**src/rtl/lift_pkg.sv**
```systemverilog
// Shared definitions for the three-floor lift call scheduler: floor encodings,
// scheduler state encoding and a floor-to-bitmask helper.
package lift_pkg;

    localparam int NUM_FLOORS = 3;
    localparam int FLOOR_W    = 2;

    typedef logic [FLOOR_W-1:0] floor_t;

    localparam floor_t FLOOR0 = 2'd0;
    localparam floor_t FLOOR1 = 2'd1;
    localparam floor_t FLOOR2 = 2'd2;

    typedef enum logic [2:0] {
        ST_IDLE,
        ST_SELECT,
        ST_REQ,
        ST_MOVING,
        ST_DOOR
    } state_t;

    // One-hot mask of a floor; the invalid encoding 3 maps to an empty mask.
    function automatic logic [NUM_FLOORS-1:0] floor_mask(input floor_t f);
        logic [NUM_FLOORS-1:0] m;
        m = '0;
        for (int i = 0; i < NUM_FLOORS; i++) begin
            if (floor_t'(i) == f) m[i] = 1'b1;
        end
        return m;
    endfunction

endpackage

```
**src/rtl/lift_scan_select.sv**
```systemverilog
// Combinational sweep selector: nearest pending floor in the current direction,
// falling back to the opposite direction (and reporting the flip) when none.
module lift_scan_select
    import lift_pkg::*;
(
    input  logic [NUM_FLOORS-1:0] pending,
    input  floor_t                cur_floor,
    input  logic                  dir_up,
    output logic                  found,
    output floor_t                next_floor,
    output logic                  flip_dir
);

    logic   found_up;
    logic   found_dn;
    floor_t up_floor;
    floor_t dn_floor;

    // Scan order makes the last hit the nearest one on each side.
    always_comb begin
        found_up = 1'b0;
        up_floor = cur_floor;
        for (int i = NUM_FLOORS - 1; i >= 0; i--) begin
            if (pending[i] && (floor_t'(i) > cur_floor)) begin
                found_up = 1'b1;
                up_floor = floor_t'(i);
            end
        end
        found_dn = 1'b0;
        dn_floor = cur_floor;
        for (int i = 0; i < NUM_FLOORS; i++) begin
            if (pending[i] && (floor_t'(i) < cur_floor)) begin
                found_dn = 1'b1;
                dn_floor = floor_t'(i);
            end
        end
    end

    always_comb begin
        found      = found_up | found_dn;
        next_floor = cur_floor;
        flip_dir   = 1'b0;
        if (dir_up) begin
            if (found_up) begin
                next_floor = up_floor;
            end else if (found_dn) begin
                next_floor = dn_floor;
                flip_dir   = 1'b1;
            end
        end else begin
            if (found_dn) begin
                next_floor = dn_floor;
            end else if (found_up) begin
                next_floor = up_floor;
                flip_dir   = 1'b1;
            end
        end
    end

endmodule

```
**src/rtl/lift_call_scheduler.sv**
```systemverilog
// Lift call scheduler: latches floor calls, sweeps targets up/down, handshakes
// moves with the motion controller and times the door; all outputs registered.
module lift_call_scheduler
    import lift_pkg::*;
#(
    parameter int DOOR_CYCLES = 8
)(
    input  logic                  clk,
    input  logic                  reset_n,
    input  logic [NUM_FLOORS-1:0] call,
    input  floor_t                cur_floor,
    output logic                  move_req,
    input  logic                  move_ack,
    input  logic                  arrived,
    output floor_t                target_floor,
    output logic                  door_open,
    output logic [NUM_FLOORS-1:0] call_pending,
    output logic                  dir_up,
    output logic                  busy
);

    localparam int               CNT_W    = $clog2(DOOR_CYCLES + 1);
    localparam logic [CNT_W-1:0] CNT_LOAD = CNT_W'(DOOR_CYCLES);

    state_t                state_q, state_d;
    floor_t                target_q, target_d;
    logic                  dir_up_q, dir_up_d;
    logic [NUM_FLOORS-1:0] pending_q, pending_d;
    logic [CNT_W-1:0]      cnt_q, cnt_d;
    logic                  move_req_q, move_req_d;
    logic                  door_open_q, door_open_d;
    logic                  busy_q, busy_d;

    logic                  scan_found;
    floor_t                scan_floor;
    logic                  scan_flip;
    logic [NUM_FLOORS-1:0] cur_mask;
    logic [NUM_FLOORS-1:0] call_set;

    lift_scan_select u_scan (
        .pending    (pending_q),
        .cur_floor  (cur_floor),
        .dir_up     (dir_up_q),
        .found      (scan_found),
        .next_floor (scan_floor),
        .flip_dir   (scan_flip)
    );

    assign cur_mask = floor_mask(cur_floor);

    always_ff @(posedge clk or negedge reset_n) begin
        if (!reset_n) begin
            state_q     <= ST_IDLE;
            target_q    <= FLOOR0;
            dir_up_q    <= 1'b1;
            pending_q   <= '0;
            cnt_q       <= '0;
            move_req_q  <= 1'b0;
            door_open_q <= 1'b0;
            busy_q      <= 1'b0;
        end else begin
            state_q     <= state_d;
            target_q    <= target_d;
            dir_up_q    <= dir_up_d;
            pending_q   <= pending_d;
            cnt_q       <= cnt_d;
            move_req_q  <= move_req_d;
            door_open_q <= door_open_d;
            busy_q      <= busy_d;
        end
    end

    always_comb begin
        state_d  = state_q;
        target_d = target_q;
        dir_up_d = dir_up_q;
        cnt_d    = cnt_q;
        unique case (state_q)
            ST_IDLE: begin
                if (|pending_q) state_d = ST_SELECT;
            end
            ST_SELECT: begin
                // An invalid floor reading holds the scheduler here.
                if (cur_floor <= FLOOR2) begin
                    if (|(pending_q & cur_mask)) begin
                        state_d  = ST_DOOR;
                        target_d = cur_floor;
                        cnt_d    = CNT_LOAD;
                    end else if (scan_found) begin
                        state_d  = ST_REQ;
                        target_d = scan_floor;
                        dir_up_d = dir_up_q ^ scan_flip;
                    end else begin
                        state_d = ST_IDLE;
                    end
                end
            end
            ST_REQ: begin
                if (move_ack) state_d = ST_MOVING;
            end
            ST_MOVING: begin
                if (arrived) begin
                    state_d = ST_DOOR;
                    cnt_d   = CNT_LOAD;
                end
            end
            ST_DOOR: begin
                if (|(call & cur_mask)) begin
                    cnt_d = CNT_LOAD;
                end else if (cnt_q <= CNT_W'(1)) begin
                    cnt_d   = '0;
                    state_d = (|pending_q) ? ST_SELECT : ST_IDLE;
                end else begin
                    cnt_d = cnt_q - CNT_W'(1);
                end
            end
            default: state_d = ST_IDLE;
        endcase

        // Calls at the floor whose door is open are served by the reopen, not latched.
        call_set  = call & ~((state_q == ST_DOOR) ? cur_mask : '0);
        pending_d = pending_q | call_set;
        if ((state_d == ST_DOOR) && (state_q != ST_DOOR)) begin
            pending_d = pending_d & ~floor_mask(target_d);
        end
    end

    always_comb begin
        move_req_d  = (state_d == ST_REQ);
        door_open_d = (state_d == ST_DOOR);
        busy_d      = (state_d != ST_IDLE);
    end

    assign move_req     = move_req_q;
    assign target_floor = target_q;
    assign door_open    = door_open_q;
    assign call_pending = pending_q;
    assign dir_up       = dir_up_q;
    assign busy         = busy_q;

endmodule

```
**config.mk**
```make
export PLATFORM = sky130hd
export DESIGN_NAME = lift_call_scheduler
export DESIGN_NICKNAME = d
export VERILOG_FILES = /design/src/rtl/lift_pkg.sv /design/src/rtl/lift_scan_select.sv /design/src/rtl/lift_call_scheduler.sv
export SDC_FILE = /design/constraint.sdc
export NUM_CORES = 1
export LEC_CHECK = 0
export ABC_AREA = 1
export BUFFER_PORTS_ARGS = -buffer_cell sky130_fd_sc_hd__buf_4
export CAP_MARGIN = 5
export CELL_PAD_IN_SITES_DETAIL_PLACEMENT = 1
export CELL_PAD_IN_SITES_GLOBAL_PLACEMENT = 2
export CORE_MARGIN = 1
export CORE_UTILIZATION = 31
export CTS_CLUSTER_DIAMETER = 30
export DETAILED_ROUTE_END_ITERATION = 7
export GPL_TIMING_DRIVEN = 0
export PLACE_DENSITY_LB_ADDON = 0.1
export SLEW_MARGIN = 20
export SYNTH_ARGS = -nofsm -noshare
export SYNTH_HDL_FRONTEND = slang
export SYNTH_SLANG_ARGS = --single-unit
```
**constraint.sdc**
```tcl
create_clock -name clk -period 1.8 [get_ports clk]
set_clock_uncertainty 0.1 [all_clocks]
set_input_delay 0.09 -clock clk [delete_from_list [all_inputs] [get_ports clk]]
set_output_delay 0.09 -clock clk [all_outputs]
set_load 0.1 [all_outputs]
```
* Yosys cells after proc, flatten, opt, wreduce, memory -nomap -nowiden *
Index checks and enable logic that the tools add are counted.
W data, S select, Z words.

storage, ports and cells
  flip-flop bits (word level) = 16
  latch bits = 0
  bits in writable memories = 0
  memory bits (read-only) = 0
  input bits = 9
  logic and storage cells = 111
  memories = 0

operators by class
  add/subtract/negate cells = 1
  multiply operators = 0
  div/mod/pow operators = 0
  magnitude comparators = 8
  eq/ne operators = 14
  shifts and indexed selects = 0
  muxes and demuxes = 53
  bitwise operators = 10
  reductions and logical operators = 17

operators by type and width
  cell                   count
  $mux W2                16
  $mux W3                9
  $mux W1                21
  $mux W4                5
  $pmux W3 S5            1
  $and A3 B3 Y3          4
  $pmux W4 S3            1
  $eq A3 B2 Y1 const B   3
  $reduce_or A3 Y1       3
  $reduce_and A4 Y1      2
  $logic_and A1 B1 Y1    7
  $eq A3 B3 Y1 const B   2
  $ne A2 B2 Y1 const B   3
  $not A3 Y3             2
  $reduce_bool A3 Y1     2
  $eq A1 B2 Y1 const A   2
  $eq A2 B2 Y1 const A   2
  $gt A1 B2 Y1 const A   2
  $le A4 B1 Y1 const B   1
  $logic_not A2 Y1       2
  $lt A1 B2 Y1 const A   2
  $sub A4 B1 Y4 const B  1
  $eq A3 B1 Y1 const B   1
  $logic_not A3 Y1       1
  8 further kinds        8

* Longest topological paths before layout *
Gate-level depths: netlist of run 1.

  depth in word-level cells = 18
  mapped depth = 12

* Cells and area by module *
From an unflattened synthesis of run 1, not the netlist that was laid out.

second synthesis, totals
  cells, all modules = 169
  area, all modules = 1138.6 µm²

by module, submodules not included
  module               instances  cells an instance  area an instance (µm²)
  lift_call_scheduler  1          139                1006.0
  lift_scan_select     1          30                 132.6

* Worst setup path before layout of run 1 *
Ideal clock, no wire load.

  kind = register -> register
  start = register pending_q[2] (netlist: call_pending[2])
  end = register pending_q[2] (netlist: call_pending[2])
  setup time = 0.124 ns
  arrival = 1.850 ns
  data required time = 1.576 ns
  slack = -0.274 ns
  stages on the path, launching flop included = 10
  clock period less this slack = 2.074 ns
  cells stage by stage = dfrtp_1 -> inv_1 -> o21ai_2 -> nor2_1 -> a21oi_1 -> nand2_1 -> nand2_1 -> nand2_2 -> nor2_1 -> nor2_1

on the way
  cells in the longest elaborated chain, start to end = 17
  elaborated cells on any way between the ends = 40
  classes of those cells = 2 x eq/ne; 28 x mux; 5 x bitwise; 5 x reduce/logical

ends and longest elaborated chain
  item                                                     RTL line                    RTL
  start: declaration                                       lift_call_scheduler.sv:28   logic [NUM_FLOORS-1:0] pending_q, pending_d;
  start signal: assignment                                 lift_call_scheduler.sv:65   pending_q <= pending_d;
  $logic_and A1 B1 Y1                                      lift_scan_select.sv:24      if (pending[i] && (floor_t'(i) > cur_floor)) begin
  $mux W2 / $mux W1 (equally long branches) (3 in series)  lift_scan_select.sv:24
  $mux W2                                                  lift_scan_select.sv:53      end else if (found_up) begin
  $mux W2                                                  lift_scan_select.sv:51      if (found_dn) begin
  $mux W2                                                  lift_scan_select.sv:43      if (dir_up) begin
  $mux W2                                                  lift_call_scheduler.sv:89   end else if (scan_found) begin
  $mux W2                                                  lift_call_scheduler.sv:85   if (|(pending_q & cur_mask)) begin
  $mux W2                                                  lift_call_scheduler.sv:84   if (cur_floor <= FLOOR2) begin
  $mux W2                                                  lift_call_scheduler.sv:78   unique case (state_q)
  $eq A2 B2 Y1                                             lift_pkg.sv:27              if (floor_t'(i) == f) m[i] = 1'b1;
  $mux W1                                                  lift_pkg.sv:27
  $mux W1                                                  lift_call_scheduler.sv:123  if ((state_d == ST_DOOR) && (state_q != ST_DOOR)) begin
  $not A3 Y3                                               lift_call_scheduler.sv:124  pending_d = pending_d & ~floor_mask(target_d);
  $and A3 B3 Y3                                            lift_call_scheduler.sv:124
  $mux W3 (*)                                              lift_call_scheduler.sv:123
  via pending_d[2]                                         lift_call_scheduler.sv:28

The timed path passes the listed nets; every way through them passes the cells marked *. The select of a mux whose other input is x is not followed.
A chain may end at the register's enable or synchronous reset.

* Worst setup path after layout of run 1 *
  start = register state_q[2]
  end = register pending_q[0] (netlist: call_pending[0])

on the way
  cells in the longest elaborated chain, start to end = 8
  elaborated cells on any way between the ends = 26
  classes of those cells = 6 x eq/ne; 12 x mux; 5 x bitwise; 3 x reduce/logical

ends and longest elaborated chain
  item                      RTL line                    RTL
  start: declaration        lift_call_scheduler.sv:25   state_t state_q, state_d;
  start signal: assignment  lift_call_scheduler.sv:62   state_q <= state_d;
  $eq A3 B1 Y1              lift_call_scheduler.sv:78
  $mux W2                   lift_call_scheduler.sv:78
  $logic_not A2 Y1          lift_pkg.sv:27
  $mux W1                   lift_pkg.sv:27
  $mux W1                   lift_call_scheduler.sv:123
  $not A3 Y3                lift_call_scheduler.sv:124
  $and A3 B3 Y3             lift_call_scheduler.sv:124
  $mux W3 (*)               lift_call_scheduler.sv:123
  via pending_d[0]          lift_call_scheduler.sv:28

Marked as above.

==> flow_metrics.env, run 1 <==
export IMPL_power_density_mw_per_mm2=1880
export IMPL_ir_drop_uv=1050
export IMPL_power_total_mw=2.49
export IMPL_synth_edff_count=0
export IMPL_die_area_mm2=0.00365
export IMPL_dr_pass1_iters=4
export IMPL_multi_input_area_um2=558
export IMPL_seqCellArea_um2=405
export IMPL_fill_cells=417
export IMPL_fin_cells=212
export IMPL_fin_ws_ns=0.145
export IMPL_crit_path_end_kind="flop"
export IMPL_syn_cell_area_mm2=0.00106
export IMPL_row_count=20
export IMPL_n_antenna_cell=0
export IMPL_drc=0
export IMPL_drv_slew=0
export IMPL_syn_nets=153
export IMPL_clk_pin_slew_ns=0.10
export IMPL_drt_iter0_markers=30
export IMPL_ys_types=31
export IMPL_cts_setup_buffers=0
export IMPL_crit_required_ns=1.89
export IMPL_drtAntennaViolNets=0
export IMPL_ys_flop_type="dfrtp_1"
export IMPL_clock_tree_root_cell="clkbuf_4"
export IMPL_cts_made_buffers=3
export IMPL_insertion_delay_ns=0.29
export IMPL_fin_hold_ws_ns=0.0911
export IMPL_grt_overflow=0
export IMPL_finalNetCount=180
export IMPL_setup_viol=0
export IMPL_ys_ff_latch=16
export IMPL_yosysSeqAreaShare_pct=38.0
export IMPL_place_hpwl_um=2230
export IMPL_initial_utilization_pct=33.5
export IMPL_dp_cells=203
export IMPL_cp_start_kind="flop"
export IMPL_fin_crit_ns=1.65
export IMPL_cts_tree="built"
export IMPL_antenna_found_initial=0
export IMPL_maxCapViolCount=0
export IMPL_dieHeight_um=60.4
export IMPL_synth_cells=142
export IMPL_routed_wl_um=2750
export IMPL_design_area_mm2=0.00133
export IMPL_synth_warnings=0
export IMPL_crit_fanout=6
export IMPL_grt_pass1_wl_um=4640
export IMPL_final_core_util_pct=42.1
export IMPL_status="finished, final reports clean"
export IMPL_cts_path_max_buffers=2
export IMPL_hold_violations=0
export IMPL_worst_pin_slew_ns=0.392
export IMPL_crit_type="reg -> reg"
export IMPL_gp_congestion=0.770
export IMPL_dr_total_vias=1000
export IMPL_hp_class="in -> async"
export IMPL_grt_pass1_vias=1038
export IMPL_coreArea_mm2=0.00315
export IMPL_cts_sinks=16
export IMPL_grt_usage_pct=16.9
export IMPL_dpl_worst_slack_ns=0.116
export IMPL_cts_htree_levels=1
export IMPL_fmax_ghz=0.604
export IMPL_placed_cell_area_mm2=0.00124
export IMPL_via_per_inst=4.72
export IMPL_grt_max_degree=17
export IMPL_arrival_ns=1.74
export IMPL_relSlewSlack_pct=73.6
export IMPL_areaGrowthSynthToFinish_pct=25.6
export IMPL_syn_avg_cell_area_um2=7.45
export IMPL_fin_crit_sh_pct=91.9
export IMPL_leakage_nw=0.656
export IMPL_portBuffers=17
export IMPL_rsz0062_at_grt="false"
export IMPL_drive_gt1_share_pct=28.0
export IMPL_async_flop_share_pct=100
export IMPL_ios=18
export IMPL_die_w_um=60.4
export IMPL_tns_ns=0
export IMPL_avgRoutedWirePerCell_um=13.0
==> power breakdown <==
group / switching, mW / leakage, nW / total (mW) / internal, mW
clock: 0.117 / 0.0150 / 0.203 / 0.0860
combinational: 1.17 / 0.454 / 1.62 / 0.447
sequential: 0.146 / 0.187 / 0.668 / 0.522
==> registers in the layout, indices dropped and copies added, names as in the netlist <==
signal	cells
busy	1
call_pending	3
cnt_q	4
dir_up	1
door_open	1
move_req	1
state_q	3
target_floor	2
==> placed cells by master (no fill, tap or decap), types with 3 or more instances in the layout <==
master	instances
a21oi_1	6
buf_4	17
clkbuf_4	3
dfrtp_1	12
dfrtp_2	3
dlygate4sd3_1	5
inv_1	21
inv_2	4
nand2_1	28
nand3_1	10
nor2_1	16
nor2_2	6
o21ai_1	7
==> repair_timing <==
action,4_1_cts,5_1_grt
hold buffers,5,0
endpoints found under the hold margin,21,0
endpoints found under the setup margin,0,7
resized for setup,0,3
==> path summary, 6_finish.rpt <==
path | start | end | slack (ns) | cells past startpoint
worst max-delay path | state_q[2]$_DFF_PN0_ | call_pending[0]$_DFF_PN0_ | 0.15 | 7
worst min-delay path | reset_n | cnt_q[1]$_DFFE_PN0P_ | 0.09 | 2
worst max register to register | state_q[2]$_DFF_PN0_ | call_pending[0]$_DFF_PN0_ | 0.15 | 7
worst min register to register | dir_up$_DFFE_PN1P_ | dir_up$_DFFE_PN1P_ | 0.45 | 2
max in group asynchronous | reset_n | dir_up$_DFFE_PN1P_ | 1.26 | 2
min in group clk | cur_floor[1] | call_pending[0]$_DFF_PN0_ | 0.12 | 5
==> synth_stat cells, types with 4 or more instances <==
library cell	n	area share, %
nor2_1	17	6.0
dfrtp_1	15	36
inv_2	4	1.4
nand3_1	11	5.2
a21oi_1	6	2.8
nor2_2	5	3.0
nand2_1	28	9.9
inv_1	21	7.5
o21ai_1	6	2.8
==> worst max-delay path, stage by stage (launching register included) <==
cell and delay [ns]:
dfrtp_1 0.47, nor3_2 0.21, nand2_1 0.16, inv_2 0.11, a22o_1 0.20, nand3_1 0.13
nor2_1 0.13, nor2_1 0.04
==> logic make-up after synthesis <==
kind of cell    synth area share (%)
xor+xnor                       0.829
mux                            0.947
buf+inv                         9.94
fa+ha+maj                       3.43
flops                           38.0
simple gates                    36.0
compound gates                  10.9
==> area by class of cell <==
type,count,area share [%]
inverter,25,7.07
clock buffer,4,1.98
timing repair buffer,22,13.4
tap,44,4.15
buffer,1,0.848
sequential,16,30.5
multi-input combinational,100,42.0
==> metal layers <==
layer	wire [µm]	GRT usage [%]
met1	1380	23.9
met2	1310	27.6
met5	0	0
met3	55	3.41
met4	0	1.99
(Power assumes the default switching activity.)
==> run 2: changes to the inputs <==
--- a/config.mk
+++ b/config.mk
@@ -5,17 +5,16 @@
 export SDC_FILE = /design/constraint.sdc
 export NUM_CORES = 1
 export LEC_CHECK = 0
-export ABC_AREA = 1
 export BUFFER_PORTS_ARGS = -buffer_cell sky130_fd_sc_hd__buf_4
 export CAP_MARGIN = 5
 export CELL_PAD_IN_SITES_DETAIL_PLACEMENT = 1
 export CELL_PAD_IN_SITES_GLOBAL_PLACEMENT = 2
 export CORE_MARGIN = 1
-export CORE_UTILIZATION = 31
+export CORE_UTILIZATION = 33
 export CTS_CLUSTER_DIAMETER = 30
 export DETAILED_ROUTE_END_ITERATION = 7
 export GPL_TIMING_DRIVEN = 0
-export PLACE_DENSITY_LB_ADDON = 0.1
+export PLACE_DENSITY_LB_ADDON = 0.08
 export SLEW_MARGIN = 20
 export SYNTH_ARGS = -nofsm -noshare
 export SYNTH_HDL_FRONTEND = slang
==> flow_metrics.env, run 2 <==
export IMPL_crit_required_ns=1.88
export IMPL_ys_flop_type="dfrtp_1"
export IMPL_grt_max_degree=17
export IMPL_clk_pin_slew_ns=0.10
export IMPL_syn_avg_cell_area_um2=9.38
export IMPL_synth_edff_count=0
export IMPL_grt_pass1_wl_um=4280
export IMPL_finalNetCount=146
export IMPL_ios=18
export IMPL_r2r_worst_path_cells=5
export IMPL_cts_path_max_buffers=2
export IMPL_grt_overflow=0
export IMPL_async_flop_share_pct=100
export IMPL_gp_congestion=0.751
export IMPL_cts_htree_levels=1
export IMPL_design_area_mm2=0.00132
export IMPL_die_w_um=56.9
export IMPL_maxCapViolCount=0
export IMPL_final_common_cell="buf_4"
export IMPL_drive_gt1_share_pct=38.1
export IMPL_crit_type="reg -> reg"
export IMPL_routed_wl_um=2660
export IMPL_cts_sinks=16
export IMPL_place_hpwl_um=1880
export IMPL_grt_pass1_vias=903
export IMPL_synth_top_area_cell="dfrtp_1"
export IMPL_worst_pin_slew_ns=0.343
export IMPL_grt_usage_pct=17.4
export IMPL_synth_most_common_cell="dfrtp_1"
export IMPL_setup_viol=0
export IMPL_dr_total_vias=911
export IMPL_status="finished, violations left"
export IMPL_fmax_ghz=0.571
export IMPL_areaGrowthSynthToFinish_pct=32.6
export IMPL_ys_ff_latch=16
export IMPL_synthTopCellsByArea="dfrtp_1 (38%), nor2_1 (4.2%), a21oi_1 (3.5%)"
export IMPL_pwr_share_comb_pct=62.0
export IMPL_insertion_delay_ns=0.29
export IMPL_hp_class="in -> async"
export IMPL_drc=2
export IMPL_fin_crit_sh_pct=97.3
export IMPL_largest_register_ffs=4
export IMPL_antenna_found_initial=0
export IMPL_swShare_pct=54.8
export IMPL_coreArea_mm2=0.00281
export IMPL_arrival_ns=1.83
export IMPL_ys_types=41
export IMPL_drt_iter0_markers=19
export IMPL_synth_cells=106
export IMPL_row_count=19
export IMPL_drtAntennaViolNets=0
export IMPL_hold_violations=0
export IMPL_rsz0062_at_grt="true"
export IMPL_dieHeight_um=56.9
export IMPL_relSlewSlack_pct=77.0
export IMPL_p_sw_mw=1.45
export IMPL_clkPwrFrac_pct=9.3
export IMPL_cp_start_kind="flop"
export IMPL_crit_fanout=6
export IMPL_syn_cell_area_um2=995
export IMPL_via_per_inst=5.52
export IMPL_clock_tree_root_cell="clkbuf_4"
export IMPL_syn_nets=117
export IMPL_dr_pass1_iters=6
export IMPL_cts_made_buffers=3
export IMPL_leakage_nw=0.573
export IMPL_seqPwrFrac_pct=28.7
export IMPL_layout_common_cells="buf_4 (23), nor2_1 (11), dfrtp_1 (11)"
export IMPL_drv_slew=0
export IMPL_crit_path_end_kind="flop"
export IMPL_final_core_util_pct=47.0
export IMPL_yosysSeqAreaShare_pct=40.4
export IMPL_fin_crit_ns=1.75
export IMPL_largest_register="cnt_q"
export IMPL_yosysTopAreaCellShare_pct=37.7
export IMPL_p_int_mw=1.20
export IMPL_portBuffers=16
export IMPL_n_antenna_cell=0
export IMPL_violations="DRC"
export IMPL_avgRoutedWirePerCell_um=16.1
export IMPL_placed_cell_area_mm2=0.00118
export IMPL_synthTopCellsByCount="dfrtp_1 (15), nor2_1 (11), nand2_1 (9)"
export IMPL_synth_warnings=0
export IMPL_power_density_mw_per_mm2=2010
export IMPL_ir_drop_uv=1140
export IMPL_die_area_mm2=0.00324
export IMPL_initial_utilization_pct=35.5
export IMPL_cts_tree="built"
run 2: timing repair:
item                                    4_1_cts  5_1_grt
resized for setup                             5        7
endpoints found under the hold margin        17        0
hold buffers                                  2        0
endpoints found under the setup margin        2        8
pin swaps                                     2        2
setup buffers                                 3        6
run 2: path summary, 6_finish.rpt:
check	start	to	slack, ns
worst max-delay path	call_pending[1]$_DFF_PN0_	busy$_DFF_PN0_	0.05
min in group clk	cur_floor[0]	call_pending[1]$_DFF_PN0_	0.12
worst max register to register	call_pending[1]$_DFF_PN0_	busy$_DFF_PN0_	0.05
worst min-delay path	reset_n	cnt_q[2]$_DFFE_PN0P_	0.08
worst min register to register	cnt_q[3]$_DFFE_PN0P_	cnt_q[3]$_DFFE_PN0P_	0.43
max in group asynchronous	reset_n	dir_up$_DFFE_PN1P_	1.27
run 2: final cells by class:
cell class	count	area (µm²)
buffer	2	16.3
clock buffer	4	36.3
fill	330	1490
inverter	5	18.8
multi-input combinational	80	592
sequential	16	414
tap	31	38.8
timing repair buffer	27	203
run 2: critical path: stages, from the launching register on:
cell and delay (ns):
dfrtp_4 0.54, mux2_4 0.30, o22ai_4 0.12, nand2b_1 0.07, a22o_1 0.20, or3_1 0.31
run 2: per-layer routing:
metal | track usage, % | vias to the layer above | share of wire, %
met4 | 5.92 | 0 | 1.1
met3 | 3.00 | 4 | 3.3
met1 | 24.2 | 453 | 50
li1 | - | 441 | -
met5 | 0 | - | 0
met2 | 27.2 | 13 | 45
run 2: cell families (layout without fill, tap and decap cells):
family / count (synthesis) / after routing / synth area share [%]
AND/OR/NAND/NOR: 39 / 39 / 20.5
AO/OA/AOI/OAI: 35 / 35 / 25.5
flip-flops: 16 / 16 / 40.4
buffers and inverters: 10 / 38 / 5.28
multiplexers: 4 / 4 / 5.79
adder cells (fa/ha/maj): 2 / 2 / 2.52
run 2: metrics by stage:
stage,TNS [ns],power (mW),worst slack (ns),cells,hold slack [ns]
2_1_floorplan,-0.196,1.93,-0.119,106,-0.306
3_3_place_gp,-0.104,2.26,-0.104,153,-0.138
3_5_place_dp,-0.0921,2.28,-0.0921,153,-0.136
4_1_cts,0,2.57,0.0228,159,0.0831
5_1_grt,-0.0312,2.83,-0.0216,165,0.0931
6_report,0,2.65,0.0492,165,0.0822
run 2: power by group through the flow:
| stage | Clock [mW] | Sequential (mW) | Combinational, mW |
|---|---|---|---|
| 6_report | 0.247 | 0.759 | 1.64 |
| 5_1_grt | 0.274 | 0.792 | 1.76 |
| 4_1_cts | 0.260 | 0.768 | 1.54 |
| 3_5_place_dp | 0 | 0.688 | 1.59 |
| 3_3_place_gp | 0 | 0.681 | 1.58 |
| 2_1_floorplan | 0 | 1.29 | 0.645 |
==> run 3: changes to the inputs <==
--- a/config.mk
+++ b/config.mk
@@ -6,11 +6,10 @@
 export NUM_CORES = 1
 export LEC_CHECK = 0
 export BUFFER_PORTS_ARGS = -buffer_cell sky130_fd_sc_hd__buf_4
-export CAP_MARGIN = 5
 export CELL_PAD_IN_SITES_DETAIL_PLACEMENT = 1
 export CELL_PAD_IN_SITES_GLOBAL_PLACEMENT = 2
 export CORE_MARGIN = 1
-export CORE_UTILIZATION = 33
+export CORE_UTILIZATION = 30
 export CTS_CLUSTER_DIAMETER = 30
 export DETAILED_ROUTE_END_ITERATION = 7
 export GPL_TIMING_DRIVEN = 0
==> constraint.sdc (replaced) <==
create_clock -name clk -period 1.4 [get_ports clk]
set_clock_uncertainty 0.1 [all_clocks]
set_input_delay 0.07 -clock clk [delete_from_list [all_inputs] [get_ports clk]]
set_output_delay 0.07 -clock clk [all_outputs]
set_load 0.1 [all_outputs]
==> flow_metrics.env, run 3 (same netlist as run 2, synthesis figures left out) <==
export IMPL_crit_type="reg -> reg"
export IMPL_drc=0
export IMPL_slowest_stage="dfrtp_4"
export IMPL_leakage_nw=0.667
export IMPL_worstReg2RegEnd="call_pending[1]$_DFF_PN0_"
export IMPL_layout_common_cells="buf_4 (30), buf_6 (11), nor2_1 (9)"
export IMPL_drive_gt1_share_pct=57.0
export IMPL_crit_required_ns=1.49
export IMPL_insertion_delay_ns=0.30
export IMPL_fmax_ghz=0.570
export IMPL_dieHeight_um=59.6
export IMPL_gp_congestion=0.747
export IMPL_worst_pin_slew_ns=0.285
export IMPL_final_common_cell="buf_4"
export IMPL_largest_register_ffs=4
export IMPL_place_hpwl_um=1980
export IMPL_n_antenna_cell=0
export IMPL_rrSetupSlack_ns=-0.35
export IMPL_violations="setup timing"
export IMPL_grt_usage_pct=20.3
export IMPL_cts_htree_levels=1
export IMPL_r2r_start="call_pending[0]$_DFF_PN0_"
export IMPL_r2r_worst_path_cells=6
export IMPL_fill_cells=362
export IMPL_grt_max_degree=17
export IMPL_cts_sinks=16
export IMPL_portBuffers=16
export IMPL_initial_utilization_pct=32.1
export IMPL_via_per_inst=5.08
export IMPL_die_w_um=59.6
export IMPL_slowest_delay_ns=0.53
export IMPL_cts_path_max_buffers=2
export IMPL_fin_ws_ns=-0.355
export IMPL_hold_violations=0
export IMPL_path_cells="mux2_4 -> o22ai_4 -> buf_6 -> o2bb2ai_4 -> a31oi_4 -> o32a_1"
export IMPL_dr_total_vias=981
export IMPL_routed_wl_um=3220
export IMPL_areaGrowthSynthToFinish_pct=62.8
export IMPL_setup_viol=13
export IMPL_hp_class="in -> async"
export IMPL_maxCapViolCount=0
export IMPL_antenna_found_initial=0
export IMPL_crit_path_end_kind="flop"
export IMPL_fin_crit_ns=1.75
export IMPL_row_count=20
export IMPL_relSlewSlack_pct=80.9
export IMPL_largest_register="cnt_q"
export IMPL_arrival_ns=1.84
export IMPL_rsz0062_at_grt="true"
export IMPL_cp_start_kind="flop"
export IMPL_crit_fanout=5
export IMPL_status="finished, violations left"
export IMPL_power_density_mw_per_mm2=2580
export IMPL_cts_tree="built"
export IMPL_power_total_mw=4.18
export IMPL_drv_slew=0
export IMPL_drt_iter0_markers=29
export IMPL_ios=18
export IMPL_die_area_mm2=0.00355
export IMPL_ir_drop_uv=1090
export IMPL_grt_overflow=0
export IMPL_clock_tree_root_cell="clkbuf_4"
export IMPL_drtAntennaViolNets=0
export IMPL_tns_ns=-2.97
export IMPL_coreArea_mm2=0.00310
export IMPL_dr_pass1_iters=4
export IMPL_grt_pass1_wl_um=5150
export IMPL_cts_made_buffers=3
export IMPL_finalNetCount=161
export IMPL_clk_pin_slew_ns=0.10
export IMPL_avgRoutedWirePerCell_um=16.7
export IMPL_grt_pass1_vias=1023
export IMPL_fin_crit_sh_pct=125
## run 3: how the worst max path moves through the flow
| stage | start | to | slack [ns] | cells past startpoint |
|---|---|---|---|---|
| floorplan | call_pending[1]$_DFF_PN0_ | busy$_DFF_PN0_ | -0.52 | 6 |
| global placement | cnt_q[0]$_DFFE_PN0P_ | busy$_DFF_PN0_ | -0.49 | 5 |
| detailed placement | cnt_q[0]$_DFFE_PN0P_ | busy$_DFF_PN0_ | -0.51 | 6 |
| CTS | call_pending[0]$_DFF_PN0_ | busy$_DFF_PN0_ | -0.36 | 5 |
| global route | call_pending[0]$_DFF_PN0_ | busy$_DFF_PN0_ | -0.40 | 5 |
| finish | call_pending[0]$_DFF_PN0_ | call_pending[1]$_DFF_PN0_ | -0.35 | 6 |
## run 3: repair_timing
item,4_1_cts,5_1_grt
gates resized for setup,26,25
endpoints found under the hold margin,17,0
pin swaps,7,7
setup endpoints to repair,16,18
hold buffers,2,0
buffers inserted,17,7
## run 3: metrics by stage
stage	utilization, %	cell area, µm²	cells	worst slack [ns]	hold slack (ns)
2_1_floorplan	-	1040	106	-0.519	-0.326
3_3_place_gp	39.0	1210	166	-0.495	-0.158
6_report	52.2	1620	193	-0.355	0.0573
3_5_place_dp	39.0	1210	166	-0.513	-0.152
5_1_grt	52.2	1620	193	-0.402	0.0665
4_1_cts	47.7	1480	186	-0.365	0.0521
## run 3: worst max-delay path, delay by kind of cell, from the launching register on
kind | cells | cell delay [ns]
buffers and inverters | 1 | 0.13
multiplexers | 1 | 0.29
flip-flops | 1 | 0.53
AO/OA/AOI/OAI | 4 | 0.59
## run 3: power by group
part	internal [mW]	switching (mW)
logic	1.18	1.74
registers	0.722	0.267
clock network	0.111	0.162
## run 3: cell type report
| class | instances | area (µm²) | share of cell area (%) |
|---|---|---|---|
| plain buffers | 2 | 16.3 | 1.00 |
| clock buffers | 4 | 26.3 | 1.62 |
| inverters | 5 | 18.8 | 1.16 |
| multi-input cells | 80 | 721 | 44.5 |
| flip-flops and latches | 16 | 424 | 26.2 |
| well taps | 44 | 55.1 | 3.40 |
| repair buffers | 42 | 358 | 22.1 |
## run 3: routing by layer
metal  up-vias  global-route usage [%]  routed length, µm
li1        467                       -                  -
met1       492                    24.6               1300
met2        18                    35.3               1770
met3         4                    2.62                 94
met4         0                    9.97                 61
met5         -                       0                  0
